===== src/rtl/mfcc_pkg.sv =====
// Shared types and constants for the MFCC coefficient transmitter.
// Frame geometry matches the DCT stage output.
package mfcc_pkg;

    localparam int NUM_CEPS   = 12;
    localparam int CEPS_WIDTH = 17;

    typedef logic [CEPS_WIDTH-1:0] ceps_t;

    typedef enum logic {
        IDLE   = 1'b0,
        STREAM = 1'b1
    } coef_tx_state_e;

endpackage


===== src/rtl/coef_pingpong_bank.sv =====
// Two-bank coefficient store with per-frame write mask and per-bank full flags.
// Commit and release are resolved together so a bank freed this cycle can be refilled.
module coef_pingpong_bank #(
    parameter int NUM_CEPS   = 12,
    parameter int CEPS_WIDTH = 17,
    parameter int PTR_W      = 4
) (
    input  logic                  clk,
    input  logic                  rst,
    input  logic                  wr_en_i,
    input  logic [PTR_W-1:0]      wr_ptr_i,
    input  logic [CEPS_WIDTH-1:0] wr_data_i,
    input  logic                  commit_i,
    input  logic                  rel_en_i,
    input  logic                  rel_bank_i,
    input  logic                  rd_bank_i,
    input  logic [PTR_W-1:0]      rd_idx_i,
    output logic [CEPS_WIDTH-1:0] rd_data_o,
    output logic [1:0]            full_d_o,
    output logic                  wr_bank_d_o,
    output logic                  commit_drop_o
);

    logic [CEPS_WIDTH-1:0] mem_q [2][NUM_CEPS];
    logic [NUM_CEPS-1:0]   mask_q, mask_d;
    logic [1:0]            full_q, full_d;
    logic                  wr_bank_q, wr_bank_d;
    logic                  wr_bank_free;
    logic                  wr_store;

    // A full capture bank is write-protected until the reader releases it, so a
    // third frame arriving while both banks hold data is lost (drop-newest).
    always_comb begin
        wr_bank_free  = !full_q[wr_bank_q] || (rel_en_i && (rel_bank_i == wr_bank_q));
        wr_store      = wr_en_i && (int'(wr_ptr_i) < NUM_CEPS) && wr_bank_free;
        mask_d        = mask_q;
        full_d        = full_q;
        wr_bank_d     = wr_bank_q;
        commit_drop_o = 1'b0;
        if (rel_en_i) begin
            full_d[rel_bank_i] = 1'b0;
        end
        if (wr_store) begin
            mask_d[wr_ptr_i] = 1'b1;
        end
        if (commit_i) begin
            if ((&mask_d) && wr_bank_free) begin
                full_d[wr_bank_q] = 1'b1;
                wr_bank_d         = ~wr_bank_q;
            end else begin
                commit_drop_o = 1'b1;
            end
            mask_d = '0;
        end
    end

    always_ff @(posedge clk or posedge rst) begin
        if (rst) begin
            mask_q    <= '0;
            full_q    <= '0;
            wr_bank_q <= 1'b0;
        end else begin
            mask_q    <= mask_d;
            full_q    <= full_d;
            wr_bank_q <= wr_bank_d;
        end
    end

    always_ff @(posedge clk) begin
        if (wr_store) begin
            mem_q[wr_bank_q][wr_ptr_i] <= wr_data_i;
        end
    end

    assign rd_data_o   = mem_q[rd_bank_i][rd_idx_i];
    assign full_d_o    = full_d;
    assign wr_bank_d_o = wr_bank_d;

endmodule


===== src/rtl/mfcc_coef_tx.sv =====
// Captures DCT cepstral frames into a ping-pong store and streams them on valid/ready.
// Build option MFCC_COEF_TX_STATS_EN enables the frame/drop statistics counters.
module mfcc_coef_tx #(
    parameter int NUM_CEPS   = mfcc_pkg::NUM_CEPS,
    parameter int CEPS_WIDTH = mfcc_pkg::CEPS_WIDTH,
    parameter int PTR_W      = $clog2(NUM_CEPS),
    parameter int CNT_W      = 16
) (
    input  logic                  clk,
    input  logic                  rst,
    input  logic                  dct_valid_i,
    input  logic [PTR_W-1:0]      ceps_ptr_i,
    input  logic [CEPS_WIDTH-1:0] ceps_sample_i,
    input  logic                  dct_done_i,
    output logic                  m_valid_o,
    input  logic                  m_ready_i,
    output logic [CEPS_WIDTH-1:0] m_data_o,
    output logic                  m_first_o,
    output logic                  m_last_o,
    output logic                  drop_o,
    output logic [CNT_W-1:0]      frame_cnt_o,
    output logic [CNT_W-1:0]      drop_cnt_o
);

    import mfcc_pkg::coef_tx_state_e;
    import mfcc_pkg::IDLE;
    import mfcc_pkg::STREAM;

    coef_tx_state_e        state_q, state_d;
    logic                  rd_bank_q, rd_bank_d;
    logic [PTR_W-1:0]      idx_q, idx_d;
    logic                  drop_q;
    logic [CEPS_WIDTH-1:0] rd_data;
    logic [1:0]            full_d;
    logic                  wr_bank_d;
    logic                  commit_drop;
    logic                  fire;
    logic                  last_beat;
    logic                  oldest_bank;

    assign fire      = (state_q == STREAM) && m_ready_i;
    assign last_beat = fire && (idx_q == PTR_W'(NUM_CEPS - 1));

    coef_pingpong_bank #(
        .NUM_CEPS   (NUM_CEPS),
        .CEPS_WIDTH (CEPS_WIDTH),
        .PTR_W      (PTR_W)
    ) u_bank (
        .clk           (clk),
        .rst           (rst),
        .wr_en_i       (dct_valid_i),
        .wr_ptr_i      (ceps_ptr_i),
        .wr_data_i     (ceps_sample_i),
        .commit_i      (dct_done_i),
        .rel_en_i      (last_beat),
        .rel_bank_i    (rd_bank_q),
        .rd_bank_i     (rd_bank_q),
        .rd_idx_i      (idx_q),
        .rd_data_o     (rd_data),
        .full_d_o      (full_d),
        .wr_bank_d_o   (wr_bank_d),
        .commit_drop_o (commit_drop)
    );

    // When both banks are full the older one is the next capture target, since
    // the write bank toggled away from it on the later commit.
    assign oldest_bank = full_d[wr_bank_d] ? wr_bank_d : ~wr_bank_d;

    always_ff @(posedge clk or posedge rst) begin
        if (rst) begin
            state_q   <= IDLE;
            rd_bank_q <= 1'b0;
            idx_q     <= '0;
            drop_q    <= 1'b0;
        end else begin
            state_q   <= state_d;
            rd_bank_q <= rd_bank_d;
            idx_q     <= idx_d;
            drop_q    <= commit_drop;
        end
    end

    // Looking at next-cycle full flags gives one-cycle commit-to-valid latency
    // and back-to-back frames without a bubble.
    always_comb begin
        state_d   = state_q;
        rd_bank_d = rd_bank_q;
        idx_d     = idx_q;
        case (state_q)
            IDLE: begin
                if (|full_d) begin
                    state_d   = STREAM;
                    rd_bank_d = oldest_bank;
                    idx_d     = '0;
                end
            end
            STREAM: begin
                if (last_beat) begin
                    idx_d = '0;
                    if (|full_d) begin
                        rd_bank_d = oldest_bank;
                    end else begin
                        state_d = IDLE;
                    end
                end else if (fire) begin
                    idx_d = idx_q + 1'b1;
                end
            end
            default: state_d = IDLE;
        endcase
    end

    always_comb begin
        m_valid_o = (state_q == STREAM);
        m_data_o  = m_valid_o ? rd_data : '0;
        m_first_o = m_valid_o && (idx_q == '0);
        m_last_o  = m_valid_o && (idx_q == PTR_W'(NUM_CEPS - 1));
        drop_o    = drop_q;
    end

`ifdef MFCC_COEF_TX_STATS_EN
    logic [CNT_W-1:0] frame_cnt_q, frame_cnt_d;
    logic [CNT_W-1:0] drop_cnt_q, drop_cnt_d;

    always_comb begin
        frame_cnt_d = frame_cnt_q + CNT_W'(last_beat);
        drop_cnt_d  = drop_cnt_q + CNT_W'(commit_drop);
    end

    always_ff @(posedge clk or posedge rst) begin
        if (rst) begin
            frame_cnt_q <= '0;
            drop_cnt_q  <= '0;
        end else begin
            frame_cnt_q <= frame_cnt_d;
            drop_cnt_q  <= drop_cnt_d;
        end
    end

    assign frame_cnt_o = frame_cnt_q;
    assign drop_cnt_o  = drop_cnt_q;
`else
    assign frame_cnt_o = '0;
    assign drop_cnt_o  = '0;
`endif

endmodule

===== config.mk =====
export PLATFORM = sky130hd
export DESIGN_NAME = mfcc_coef_tx
export DESIGN_NICKNAME = d
export VERILOG_FILES = /design/src/rtl/mfcc_pkg.sv /design/src/rtl/coef_pingpong_bank.sv /design/src/rtl/mfcc_coef_tx.sv
export SDC_FILE = /design/constraint.sdc
export NUM_CORES = 1
export LEC_CHECK = 0
export ABC_AREA = 1
export CORE_MARGIN = 4
export CORE_UTILIZATION = 30
export DETAILED_ROUTE_END_ITERATION = 16
export GPL_ROUTABILITY_DRIVEN = 0
export GPL_TIMING_DRIVEN = 1
export MAX_ROUTING_LAYER = met4
export PLACE_DENSITY = 0.47
export SYNTH_ARGS = -nofsm -noshare
export SYNTH_HDL_FRONTEND = slang
export SYNTH_SLANG_ARGS = --single-unit

===== constraint.sdc =====
create_clock -name clk -period 2.73 [get_ports clk]
set_input_delay 0.4095 -clock clk [delete_from_list [all_inputs] [get_ports clk]]
set_output_delay 0.4095 -clock clk [all_outputs]
set_load 0.005 [all_outputs]

==> results of run 1 <==
==> cells in the mapped netlist (all sizes together), types with 2 or more instances <==
cell    count
o21ai     207
a21oi      31
or2         3
dfrtp      22
nor2      252
inv        29
nand3      45
buf        45
xnor2       2
o211ai     34
nand2      71
ha          2
o22ai      34
edfxtp    408
clkbuf     79
o221ai     68
==> state kept, by name, summed over array words and instances, names as in the netlist <==
signal	count
idx_q	4
u_bank.mem_q	408
drop_o	1
u_bank.full_q	2
m_valid_o	1
u_bank.wr_bank_q	1
u_bank.mask_q	12
rd_bank_q	1
==> power by group <==
part           internal, W  leakage, nW  switching (W)  total (W)
clock network      0.00337        0.688        0.00254    0.00591
registers          0.00731         3.95      0.0000816    0.00739
logic              0.00172         3.08        0.00269    0.00441
total               0.0124         7.72        0.00531     0.0177
==> area by class of cell <==
cell class	count	area [um2]	area share, %
well taps	765	957	4.19
repair inverters	1	11.3	0.0493
clock buffers	63	1280	5.60
inverters	30	133	0.581
multi-input cells	786	4570	20.0
clock inverters	21	125	0.548
flip-flops and latches	430	12800	56.1
repair buffers	216	2950	12.9
==> layout by cell type, fill, tap and decap left out, drive strengths merged, types with 2 or more instances in the layout <==
cell type and count:
nand2 71, o21ai 207, bufbuf 2, inv 31, ha 2, o211ai 34, conb 32, o22ai 34
or2 3, o221ai 68, xnor2 2, clkbuf 65, buf 184, dfrtp 22, edfxtp 408, clkinv 19
nor2 252, a21oi 31, nand3 45, clkdlybuf4s50 27
==> layer usage <==
metal | global-route usage (%) | vias to the layer above
met2 | 26.9 | 311
met5 | - | -
met3 | 2.26 | 86
met4 | 4.94 | 0
li1 | - | 5308
met1 | 23.6 | 5967
==> worst min path at each step <==
stage	start	endpoint	cells after the start	slack, ns
2_1_floorplan	rst	drop_o$_DFF_PP0_	1	0.40
3_3_place_gp	u_bank.mask_q[11]$_DFF_PP0_	u_bank.mask_q[11]$_DFF_PP0_	2	0.51
3_5_place_dp	u_bank.mask_q[11]$_DFF_PP0_	u_bank.mask_q[11]$_DFF_PP0_	2	0.52
4_1_cts	rst	u_bank.full_q[1]$_DFF_PP0_	2	0.21
5_1_grt	rst	u_bank.wr_bank_q$_DFF_PP0_	2	0.23
6_report	rst	u_bank.full_q[1]$_DFF_PP0_	2	0.21
==> worst max-delay path, cell delays in order, from the launching register on <==
cell      delay, ns
dfrtp_4        0.57
inv_8          0.12
buf_16         0.14
buf_12         0.14
buf_12         0.14
buf_16         0.13
nor2_1         0.04
o22ai_1        0.19
o211ai_1       0.13
a21oi_2        0.20
buf_2          0.15
==> through the flow <==
step,worst slack (ns),utilization [%],setup TNS [ns],hold WS [ns]
3_5_place_dp,-0.119,34.5,-1.25,0.517
4_1_cts,-0.269,39.4,-3.91,0.211
6_report,-0.221,39.7,-2.63,0.206
3_3_place_gp,-0.110,34.5,-1.08,0.509
5_1_grt,-0.292,39.7,-4.22,0.231
2_1_floorplan,0.332,-,0,0.399
==> cell families (layout without fill, tap and decap cells) <==
| group | Yosys count | in the layout |
|---|---|---|
| flops | 430 | 430 |
| buf+inv | 154 | 331 |
| fa+ha+maj | 2 | 2 |
| simple gates | 374 | 374 |
| xor+xnor | 3 | 3 |
| other cells | 1 | 32 |
| compound gates | 375 | 375 |
==> what timing repair did <==
action	in CTS	in global routing
buffers inserted	29	6
cloned	23	1
pin swaps	91	87
setup endpoints to repair	19	24
gates resized for setup	263	75
==> metrics.csv, run 1 <==
metric,value,unit
antenna_cells,0,
relSlewSlack,37.0,%
drt_first_pass_iters,5,
synth-compound-area-share,13.0,%
htree_levels,2,
fin_ws,-0.221,ns
p_per_area,775,nW/um2
max_clock_freq,339,MHz
wl_met1,23900,um
power.total,0.0177,W
routed.top_layer,met4,
async_reset_ff_share,5.12,%
routedWlPerCell,22.9,um
synth_top_family_by_area,compound AO/OA/AOI/OAI gates,
grt_usage,17.2,%
r2r_start,rd_bank_q$_DFFE_PP0P_,
drv_cap,0,
hold_violations,0,
cts_tree,yes,
timing.rr.end,rd_bank_q$_DFFE_PP0P_,
yosys.area_share.simple,8.93,%
clock_latency,0.57,ns
status,"complete, but fails checks",
syn_inst,1339,
dpl.hpwl,29000,um
synth_top_cell_by_area,edfxtp_1,
crit_required,2.32,ns
tightest_slew,0.942,ns
die_w,249,um
slew_violations,0,
drtAntennaViolNets,0,
post-route-drc-count,0,
finalNonFillerCells,2312,
leakagePower,7.72,nW
r2r_setup_slack,0.14,ns
yosysWarnings,0,
yosys.cell_types.count,37,
routed_wl,52900,um
critPathLaunchType,flop,
layout.nets,1541,
peakVddDrop,0.389,mV
ys_seq_elements,430,
path_max_fanout,7,
drtIter0Drc,1290,
start_util,30.2,%
drive_above_1_share,26.6,%
wl_met3,2410,um
antenna_found_initial,0,
core_area,57600,um2
period_needed,2.95,ns
grt_pass1_wl,77900,um
startpoint,rd_bank_q$_DFFE_PP0P_,
synthesis.area,17400,um2
numClockSinks,430,
rsz0062_at_grt,yes,
postSynthAreaPerCell,13.0,um2
hold_buffers,0,
overflow,0,
io_buffers,46,
via_count,11672,
violations,setup timing,
cts-root-buf,clkbuf_16,
syn2layout_area_growth,31.2,%
ys_seq_area_share,73.5,%
place_inst,2177,
clock_path_buffers,3,
post-route-period-util,108,%
final-setup-viol-count,17,
via_per_inst,5.05,
cp-endpoint,m_data_o[4],
boundaryPins,79,
met2_wirelength,25100,um
fin_worst_skew,0.00860,ns
synth_xor_area_share,0.151,%
die_y,249,um
grt_pass1_vias,11536,
postPlaceCellArea,19900,um2
grt_max_degree,35,
end_kind,output port,
synthAdderAreaFrac,0.144,%
synthMuxAreaShare,0,%
n_fill_cell,5374,
yosys-top-cells-area,"edfxtp_1 70%, o21ai_0 5.9%, nor2_1 5.3%",
cts_buffers,48,
stdcell_area,22800,um2
clkTransAtPathRegs,0.06,ns
synth_flop_cell,edfxtp_1,
synth_edf_count,408,
rr_worst_depth,15,
cp.arrival,2.54,ns
synth_top_area_share,70.4,%
min-delay-path-class,in2async,
path_class,reg2out,
die_area,61900,um2
rows,88,
No activity file was read; power rests on OpenSTA's default activity.
==> run 2, diff against run 1 <==
--- a/config.mk
+++ b/config.mk
@@ -12,7 +12,8 @@
 export GPL_ROUTABILITY_DRIVEN = 0
 export GPL_TIMING_DRIVEN = 1
 export MAX_ROUTING_LAYER = met4
-export PLACE_DENSITY = 0.47
+export PLACE_DENSITY = 0.53
+export REMOVE_ABC_BUFFERS = 1
 export SYNTH_ARGS = -nofsm -noshare
 export SYNTH_HDL_FRONTEND = slang
 export SYNTH_SLANG_ARGS = --single-unit
==> metrics.csv, run 2 (same netlist as run 1, synthesis figures left out) <==
metric,value,unit,change
status,"complete, but fails checks",,unchanged
violations,setup timing,,unchanged
n_fill_cell,5379,,was 5374
die_y,249,um,unchanged
grt_usage,15.3,%,was 17.2%
slowest_delay,0.52,ns,was 0.57 ns
routed_wl,47900,um,was 52900 um
die_w,249,um,unchanged
peakVddDrop,0.481,mV,was 0.389 mV
period_needed,2.90,ns,was 2.95 ns
cts-root-buf,clkbuf_16,,unchanged
via_per_inst,5.00,,was 5.05
post-route-period-util,106,%,was 108%
antenna_found_initial,2,,was 0
hold_violations,0,,unchanged
clkTransAtPathRegs,0.06,ns,about the same
io_buffers,46,,unchanged
numClockSinks,430,,unchanged
grt_max_degree,56,,was 35
layout.nets,1511,,was 1541
crit_required,2.32,ns,about the same
switching_share,28.4,%,was 30.0%
start_util,30.2,%,unchanged
leakagePower,7.44,nW,was 7.72 nW
layout_common_cells,"408 x edfxtp_1, 210 x nor2_1, 171 x o21ai_0, 66 x buf_4, 58 x o221ai_1",,"was 408 x edfxtp_1, 206 x nor2_1, 143 x o21ai_0, 66 x buf_4, 58 x buf_12"
cts_tree,yes,,unchanged
syn2layout_area_growth,27.3,%,was 31.2%
power.total,0.0172,W,was 0.0177 W
r2r_setup_slack,0.22,ns,was 0.14 ns
dpl.hpwl,27200,um,was 29000 um
overflow,0,,unchanged
grt_util_met1,21.2,%,was 23.6%
fin_ws,-0.168,ns,was -0.221 ns
final_common_cell,edfxtp_1,,unchanged
combPwrFrac,22.5,%,was 24.9%
path_common_cell,buf_12,,
drt_first_pass_iters,5,,unchanged
hold_ws,0.186,ns,was 0.206 ns
critPathLaunchType,flop,,unchanged
reg_top3,"u_bank.mem_q (408), u_bank.mask_q (12), idx_q (4)",,unchanged
largest_reg_flops,408,,unchanged
cts_buffers,44,,was 48
path_max_fanout,5,,was 7
rows,88,,unchanged
worstPathCellList,buf_12 -> inv_16 -> buf_12 -> buf_12 -> buf_12 -> nor2_4 -> o221ai_2 -> o211ai_1 -> a21oi_4 -> buf_2,,was inv_8 -> buf_16 -> buf_12 -> buf_12 -> buf_16 -> nor2_1 -> o22ai_1 -> o211ai_1 -> a21oi_2 -> buf_2
startpoint,rd_bank_q$_DFFE_PP0P_,,unchanged
drtAntennaViolNets,0,,unchanged
p_seq_share,43.0,%,was 41.7%
largest_register,u_bank.mem_q,,unchanged
cp.arrival,2.49,ns,was 2.54 ns
final-setup-viol-count,17,,unchanged
die_area,61900,um2,unchanged
htree_levels,2,,unchanged
grt_pass1_wl,71500,um,was 77900 um
r2r_start,idx_q[0]$_DFFE_PP0P_,,was rd_bank_q$_DFFE_PP0P_
timing.rr.end,rd_bank_q$_DFFE_PP0P_,,unchanged
p_per_area,776,nW/um2,was 775 nW/um2
slew_violations,0,,unchanged
max_clock_freq,345,MHz,was 339 MHz
relSlewSlack,39.5,%,was 37.0%
slowest_stage,dfrtp_4,,unchanged
routedWlPerCell,21.0,um,was 22.9 um
fin_worst_skew,0.0147,ns,was 0.00860 ns
final_util,38.5,%,was 39.7%
hold_buffers,0,,unchanged
grt_pass1_vias,11217,,was 11536
tightest_slew,0.905,ns,was 0.942 ns
path_class,reg2out,,unchanged
end_kind,output port,,unchanged
rsz0062_at_grt,yes,,unchanged
top_usage_layer,met2,,unchanged
clock_latency,0.56,ns,was 0.57 ns
grtUsageMet2,23.6,%,was 26.9%
post-route-drc-count,0,,unchanged
min-delay-path-class,in2async,,unchanged
intPower,0.0123,W,was 0.0124 W
drive_above_1_share,22.2,%,was 26.6%
clockPowerShare,34.6,%,was 33.4%
core_area,57600,um2,unchanged
cp-endpoint,m_data_o[12],,was m_data_o[4]
gr-usage-met3,3.00,%,was 2.26%
clock_path_buffers,3,,unchanged
drv_cap,0,,unchanged
boundaryPins,79,,unchanged
rr_worst_depth,16,,was 15
power.net_switching,0.00488,W,was 0.00531 W
via_count,11405,,was 11672
tns,-1.58,ns,was -2.63 ns
drtIter0Drc,1026,,was 1290
-- run 2: worst min-delay path by stage --
stage | from | end | slack [ns] | cells after the start
finish | rst | u_bank.mask_q[10]$_DFF_PP0_ | 0.19 | 3
CTS | rst | u_bank.mask_q[10]$_DFF_PP0_ | 0.17 | 3
detailed placement | u_bank.mask_q[4]$_DFF_PP0_ | u_bank.mask_q[4]$_DFF_PP0_ | 0.52 | 2
floorplan | rst | drop_o$_DFF_PP0_ | 0.40 | 1
global placement | u_bank.mask_q[9]$_DFF_PP0_ | u_bank.mask_q[9]$_DFF_PP0_ | 0.51 | 2
global route | rst | u_bank.mask_q[10]$_DFF_PP0_ | 0.20 | 3
-- run 2: per-layer routing --
layer	vias to the layer above	part of all wire [%]
li1	5243	-
met1	5757	45
met2	345	47
met3	60	6.2
met4	0	1.6
met5	-	0
-- run 2: per-stage QoR --
stage / instance area, um2 / instances / setup WS, ns
final: 22200 / 2282 / -0.168
after global routing: 22200 / 2282 / -0.264
after CTS: 21800 / 2273 / -0.207
after detailed placement: 19700 / 2170 / -0.0122
after global placement: 19700 / 2170 / -0.0182
after floorplan: 16900 / 1246 / -3.82
-- run 2: layout make-up --
class	count	area [um2]	share of cell area, %
Clock buffer	63	1190	5.39
Clock inverter	15	198	0.892
Inverter	30	145	0.655
Tap cell	765	957	4.32
Timing Repair Buffer	190	2450	11.1
Multi-Input combinational cell	786	4390	19.8
Antenna cell	2	5.00	0.0226
Sequential cell	430	12800	57.8
Timing Repair inverter	1	8.76	0.0395
-- run 2: repair_timing --
item,in CTS,in global routing
cloned,11,2
resized for setup,162,80
setup endpoints to repair,19,19
setup buffers,16,7
pin swaps,65,67
-- run 2: power groups by stage --
stage                     Clock [W]  Sequential [W]  Combinational (W)
after global routing        0.00636         0.00739            0.00420
after floorplan                   0         0.00768            0.00150
after global placement            0         0.00750            0.00369
final                       0.00594         0.00738            0.00386
after CTS                   0.00606         0.00738            0.00371
after detailed placement          0         0.00751            0.00370
-- run 2: worst max-delay path: cells and delay by family (launching register included) --
family / cells / cell delay (ns)
AOI/OAI and AO/OA: 3 / 0.62
buffers and inverters: 6 / 0.74
DFF: 1 / 0.52
and+or+nand+nor: 1 / 0.03
